<file path="config.mk">
export PLATFORM = sky130hd
export DESIGN_NAME = pipe_ctrl
export DESIGN_NICKNAME = d
export VERILOG_FILES = /design/src/rtl/pipe_ctrl_pkg.sv /design/src/rtl/pipe_ctrl_sat_counter.sv /design/src/rtl/pipe_ctrl.sv
export SDC_FILE = /design/constraint.sdc
export NUM_CORES = 1
export LEC_CHECK = 0
export CORE_AREA = 10 10 96 98
export DETAILED_ROUTE_END_ITERATION = 8
export DIE_AREA = 0 0 106 108
export GPL_ROUTABILITY_DRIVEN = 1
export PLACE_DENSITY = 0.93
export SETUP_SLACK_MARGIN = 0.4
export SLEW_MARGIN = 20
export SYNTH_ARGS = -nofsm -noshare
export SYNTH_HDL_FRONTEND = slang
export SYNTH_HIERARCHICAL = 1
export SYNTH_SLANG_ARGS = --single-unit
</file>
<file path="constraint.sdc">
create_clock -name clk -period 4.38 [get_ports clk]
set_input_delay 0.876 -clock clk [delete_from_list [all_inputs] [get_ports clk]]
set_output_delay 0.876 -clock clk [all_outputs]
set_load 0.005 [all_outputs]
</file>
<file path="src/rtl/pipe_ctrl_pkg.sv">
// -----------------------------------------------------------------------------
// pipe_ctrl_pkg
// Shared definitions for the pipeline sequencing controller. The hazard unit
// and the debug CSR logic import the same package.
//   STATE_W          : width of the ctrl_state bus
//   RUN/MEM_WAIT/ERROR : state encodings as seen on ctrl_state
//   state_e          : enumerated controller state type
// -----------------------------------------------------------------------------
package pipe_ctrl_pkg;

  localparam int STATE_W = 2;

  localparam logic [STATE_W-1:0] RUN      = 2'd0;
  localparam logic [STATE_W-1:0] MEM_WAIT = 2'd1;
  localparam logic [STATE_W-1:0] ERROR    = 2'd2;

  typedef enum logic [STATE_W-1:0] {
    ST_RUN      = RUN,
    ST_MEM_WAIT = MEM_WAIT,
    ST_ERROR    = ERROR
  } state_e;

endpackage

</file>
<file path="src/rtl/pipe_ctrl_sat_counter.sv">
// -----------------------------------------------------------------------------
// sat_counter
// Up-counter that stops at all-ones instead of wrapping, so long runs in the
// performance counters read as "at least this many" rather than garbage.
// Ports:
//   clk   : clock
//   rst   : asynchronous active-high reset, clears the count
//   inc   : count this cycle
//   count : current count value
// -----------------------------------------------------------------------------
module sat_counter #(
  parameter int WIDTH = 32
) (
  input  logic             clk,
  input  logic             rst,
  input  logic             inc,
  output logic [WIDTH-1:0] count
);

  logic [WIDTH-1:0] count_q;
  logic [WIDTH-1:0] count_d;

  always_comb begin
    count_d = count_q;
    if (inc && (count_q != {WIDTH{1'b1}})) begin
      count_d = count_q + {{(WIDTH-1){1'b0}}, 1'b1};
    end
  end

  always_ff @(posedge clk or posedge rst) begin
    if (rst) begin
      count_q <= '0;
    end else begin
      count_q <= count_d;
    end
  end

  assign count = count_q;

endmodule

</file>
<file path="src/rtl/pipe_ctrl.sv">
// -----------------------------------------------------------------------------
// pipe_ctrl
// Pipeline sequencing controller for the 5-stage core. Drives the load enables
// and synchronous-clear (flush) inputs of the PC and the IF/ID, ID/EX, EX/MEM,
// MEM/WB registers, resolving load-use hazards, taken branches and data-memory
// wait states. Detects memory-ack timeouts and keeps saturating stall/flush
// counters for performance debug.
// Ports:
//   clk, rst            : clock, asynchronous active-high reset
//   hz_load_use         : ID instruction depends on a load in EX
//   br_taken            : EX resolves a taken branch/jump this cycle
//   mem_req, mem_ack    : MEM-stage data memory request / completion
//   *_load              : register load enables (PC and four stage registers)
//   *_flush             : register sync-clear inputs (bubble insert)
//   mem_err             : sticky ack-timeout error
//   ctrl_state          : current state (RUN=0, MEM_WAIT=1, ERROR=2)
//   stall_cnt           : cycles with pc_load=0 (saturating)
//   flush_cnt           : cycles with a branch flush issued (saturating)
// -----------------------------------------------------------------------------
module pipe_ctrl
  import pipe_ctrl_pkg::*;
#(
  parameter int TIMEOUT = 255,
  parameter int CW      = 32
) (
  input  logic               clk,
  input  logic               rst,
  input  logic               hz_load_use,
  input  logic               br_taken,
  input  logic               mem_req,
  input  logic               mem_ack,
  output logic               pc_load,
  output logic               ifid_load,
  output logic               idex_load,
  output logic               exmem_load,
  output logic               memwb_load,
  output logic               ifid_flush,
  output logic               idex_flush,
  output logic               exmem_flush,
  output logic               memwb_flush,
  output logic               mem_err,
  output logic [STATE_W-1:0] ctrl_state,
  output logic [CW-1:0]      stall_cnt,
  output logic [CW-1:0]      flush_cnt
);

  // Wide enough to hold TIMEOUT itself.
  localparam int WW = (TIMEOUT < 1) ? 1 : $clog2(TIMEOUT + 1);
  localparam logic [WW-1:0] TIMEOUT_W = WW'(TIMEOUT);

  state_e        state_q;
  state_e        state_d;
  logic [WW-1:0] wait_q;
  logic [WW-1:0] wait_d;

  logic hold;      // freeze everything, bubble into MEM/WB
  logic run;       // apply the normal branch / load-use / default rules
  logic br_flush;  // a branch flush is issued this cycle
  logic stall_inc;

  always_comb begin
    state_d     = state_q;
    wait_d      = wait_q;
    hold        = 1'b0;
    run         = 1'b0;
    br_flush    = 1'b0;
    pc_load     = 1'b0;
    ifid_load   = 1'b0;
    idex_load   = 1'b0;
    exmem_load  = 1'b0;
    memwb_load  = 1'b0;
    ifid_flush  = 1'b0;
    idex_flush  = 1'b0;
    exmem_flush = 1'b0;
    memwb_flush = 1'b0;

    if (rst) begin
      ifid_flush  = 1'b1;
      idex_flush  = 1'b1;
      exmem_flush = 1'b1;
      memwb_flush = 1'b1;
    end else begin
      unique case (state_q)
        ST_RUN: begin
          // A memory stall freezes EX and ID, so any branch or hazard
          // request is simply seen again once the stall ends.
          if (mem_req && !mem_ack) begin
            hold    = 1'b1;
            state_d = ST_MEM_WAIT;
            wait_d  = WW'(1);
          end else begin
            run = 1'b1;
          end
        end
        ST_MEM_WAIT: begin
          // Ack is checked before the timeout, so a late ack still wins.
          if (mem_ack) begin
            run     = 1'b1;
            state_d = ST_RUN;
            wait_d  = '0;
          end else begin
            hold = 1'b1;
            if (wait_q == TIMEOUT_W) begin
              state_d = ST_ERROR;
            end else begin
              wait_d = wait_q + WW'(1);
            end
          end
        end
        ST_ERROR: begin
          hold = 1'b1;
        end
        default: begin
          hold    = 1'b1;
          state_d = ST_RUN;
          wait_d  = '0;
        end
      endcase

      if (hold) begin
        memwb_flush = 1'b1;
      end

      if (run) begin
        if (br_taken) begin
          // The dependent instruction is squashed, so load-use is moot.
          pc_load    = 1'b1;
          ifid_load  = 1'b1;
          idex_load  = 1'b1;
          exmem_load = 1'b1;
          memwb_load = 1'b1;
          ifid_flush = 1'b1;
          idex_flush = 1'b1;
          br_flush   = 1'b1;
        end else if (hz_load_use) begin
          // Hold PC and IF/ID; the bubble enters EX through the ID/EX clear,
          // which dominates its load enable.
          idex_load  = 1'b1;
          exmem_load = 1'b1;
          memwb_load = 1'b1;
          idex_flush = 1'b1;
        end else begin
          pc_load    = 1'b1;
          ifid_load  = 1'b1;
          idex_load  = 1'b1;
          exmem_load = 1'b1;
          memwb_load = 1'b1;
        end
      end
    end
  end

  always_ff @(posedge clk or posedge rst) begin
    if (rst) begin
      state_q <= ST_RUN;
      wait_q  <= '0;
    end else begin
      state_q <= state_d;
      wait_q  <= wait_d;
    end
  end

  // ERROR is only left through reset, so the state itself is the sticky flag.
  assign mem_err    = (state_q == ST_ERROR);
  assign ctrl_state = state_q;
  assign stall_inc  = !pc_load && !rst;

  sat_counter #(.WIDTH(CW)) u_stall_cnt (
    .clk   (clk),
    .rst   (rst),
    .inc   (stall_inc),
    .count (stall_cnt)
  );

  sat_counter #(.WIDTH(CW)) u_flush_cnt (
    .clk   (clk),
    .rst   (rst),
    .inc   (br_flush),
    .count (flush_cnt)
  );

endmodule

</file>
==> results.toml <==
[run_status]
status = "finished clean"

[synthesis]
syn_avg_cell_area_sq_um = 10.5
synth-async-reset-ratio_pct = 100
ys_ff_latch = 74
yosysTopAreaCellShare_pct = 47.3
syn_area_sq_um = 3910
syn-num-nets = 383
synth_cell_types = 60
yosys_warnings = 6
yosys.area.top_type = "dfrtp_1"
synthCells = 374
synth.area.top_cells = "dfrtp_1 47%, xnor2_1 11%, nand3_1 5.5%"
synth_edf_count = 0
ys.flop_type = "dfrtp_1"
yosysSeqAreaShare_pct = 47.3

[critical_path]
crit_arrival_ns = 2.79
r2r-start = "ctrl_state[0]"
crit_fanout = 8
cp-end-kind = "primary output"
r2r_slack_ns = 1.29
worstReg2RegEnd = "u_stall_cnt/count[27]"
worstPathRequired_ns = 3.50
critical_path_class = "in -> out"
worst-r2r-cell-count = 10
startpoint_type = "input port"

[timing]
worst_slew_pin_slew_ns = 0.912
fin_skew_ns = 0.0136
max_freq_ghz = 0.273
setup_viol = 0
rsz0062_at_grt = "no"
tns_ns = 0
timing.final.crit_share_pct = 83.7
maxSlewViolCount = 0
post-route-min-period_ns = 3.67
relSlewSlack_pct = 38.8
finalHoldViolations = 0

[cts]
clock_latency_ns = 0.37
cts_tree = "done"
post_cts_buffers = 0
post_cts_resized = 0
numCtsBuffers = 9
path_clk_slew_ns = 0.07
clk_path_buf_depth = 2
clkSinkCount = 74
cts_hold_buf = 0
htreeDepth = 3
cts-root-buf = "clkbuf_8"

[floorplanning]
initial_core_util_pct = 52.5
core_area_sq_um = 7450
pin_count = 82
fp.dieW_microns = 106
die_area_sq_um = 11400
rows = 32
die_h_microns = 108

[final_layout]
synthToLayoutAreaGrowth_pct = 28.0
final_common_cell = "clkdlybuf4s50_1"
fillers = 587
multi_input_area_sq_um = 1910
n_antenna_cell = 0
layout_common_cells = "81 x clkdlybuf4s50_1, 74 x dfrtp_1, 50 x xnor2_1"
final_layout_size_suffix_gt1_share_pct = 9.54
fin_util_pct = 67.3
ff_latch_area_sq_um = 1850
nNetsFinal = 466

[worst_hold_path]
min_from = "u_stall_cnt/count[10]"
hold_class = "reg -> reg"
min_path_cells = 1
hold_end = "u_stall_cnt/count[10]"

[grt]
grt_use_total_pct = 17.4
grt_pass1_wl_microns = 16400
grt_pass1_vias = 3248
grt_antenna_before_repair = 0
grt_max_degree = 33
grt-ovfl-total = 0

[power]
p_int_mw = 1.23
peakVddDrop_v = 0.000404
sequentialPowerShare_pct = 47.9
power_switching_mw = 0.482
clkPwrFrac_pct = 34.7
combPwrFrac_pct = 17.5
leakage_nw = 2.06
swShare_pct = 28.2
p_per_area_nw_per_um2 = 342

[route]
drc = 0
wirelength_microns = 9870
avgViaCountPerCell = 5.79
dr.pass1.iters = 4
ant_nets = 0
vias = 3259
avgRoutedWirePerCell_microns = 17.5
drt_iter0_markers = 178

[place]
gp_congestion = 0.896
dp_hpwl_microns = 7240
port_buffers = 81

[run]
cap_violations = 0
-- stage by stage --
stage	cells	hold WS, ns	worst slack, ns	total power [mW]	area [sq um]
after floorplan	374	0.482	1.23	0.967	3910
after global placement	548	0.479	0.559	1.11	4790
after detailed placement	548	0.485	0.408	1.13	4790
after CTS	563	0.496	0.727	1.72	5010
after global routing	563	0.516	0.484	1.79	5010
final	563	0.496	0.712	1.71	5010
-- power groups by stage --
stage	registers (mW)	logic, mW	clock network, mW
2_1_floorplan	0.815	0.151	0
3_3_place_gp	0.826	0.284	0
3_5_place_dp	0.830	0.300	0
4_1_cts	0.818	0.302	0.597
5_1_grt	0.831	0.327	0.629
6_report	0.819	0.299	0.593
-- synth_stat cells, drive strengths merged, types with 2 or more instances --
| cell type | instances |
|---|---|
| nor3b | 3 |
| or4 | 6 |
| and3 | 17 |
| ha | 3 |
| o21ai | 6 |
| a21oi | 11 |
| a311oi | 2 |
| nand3 | 44 |
| clkbuf | 4 |
| o31ai | 3 |
| mux2i | 2 |
| a41oi | 3 |
| o211ai | 3 |
| xor2 | 5 |
| nor3 | 5 |
| nor2 | 24 |
| nand4 | 26 |
| and4 | 3 |
| dfrtp | 74 |
| mux2 | 3 |
| o21bai | 2 |
| xnor2 | 50 |
| nand2 | 22 |
| a31oi | 3 |
| o21a | 2 |
| inv | 14 |
| and2 | 3 |
| nor4 | 7 |
| buf | 10 |
-- worst max-delay path by stage --
stage | start | end | slack (ns) | cells after the start
floorplan | mem_ack | u_stall_cnt/count[31] | 1.23 | 10
global placement | mem_ack | u_stall_cnt/count[31] | 0.56 | 10
detailed placement | mem_ack | u_stall_cnt/count[27] | 0.41 | 10
CTS | mem_ack | pc_load | 0.73 | 6
global route | mem_ack | u_flush_cnt/count[27] | 0.48 | 11
finish | mem_ack | pc_load | 0.71 | 6
-- layout make-up --
class	count	area share [%]
Tap cell	102	2.55
Timing Repair Buffer	86	16.9
Clock inverter	6	1.80
Multi-Input combinational cell	272	38.2
Clock buffer	9	2.47
Inverter	14	1.05
Sequential cell	74	37.0
-- kinds of logic (layout without fill, tap and decap cells) --
logic type	Yosys count	in the layout	share of synthesized area, %
compound gates	44	44	8.83
simple gates	165	165	25.4
fa+ha+maj	3	3	0.959
flops	74	74	47.3
xor+xnor	55	55	12.3
buf+inv	28	115	3.74
mux	5	5	1.47
-- registers in the layout (all words and copies together), names as in the netlist --
name,count
u_flush_cnt/count,32
u_stall_cnt/count,32
wait_q,8
ctrl_state,2
-- worst max-delay path, cell delays in order --
cell	delay, ns
clkdlybuf4s50_1	0.69
o21bai_1	0.16
nor2_1	0.23
inv_1	0.12
a21oi_1	0.17
clkdlybuf4s50_1	0.55
-- metal layers --
layer  up-vias  track usage [%]  share of wire (%)
met5         -                0                  0
met4         0             7.64                1.9
met3        15             3.93                6.1
met2       117             29.8                 51
met1      1603             20.7                 41
li1       1524                -                  -
No activity file was read; power rests on OpenSTA's default activity.
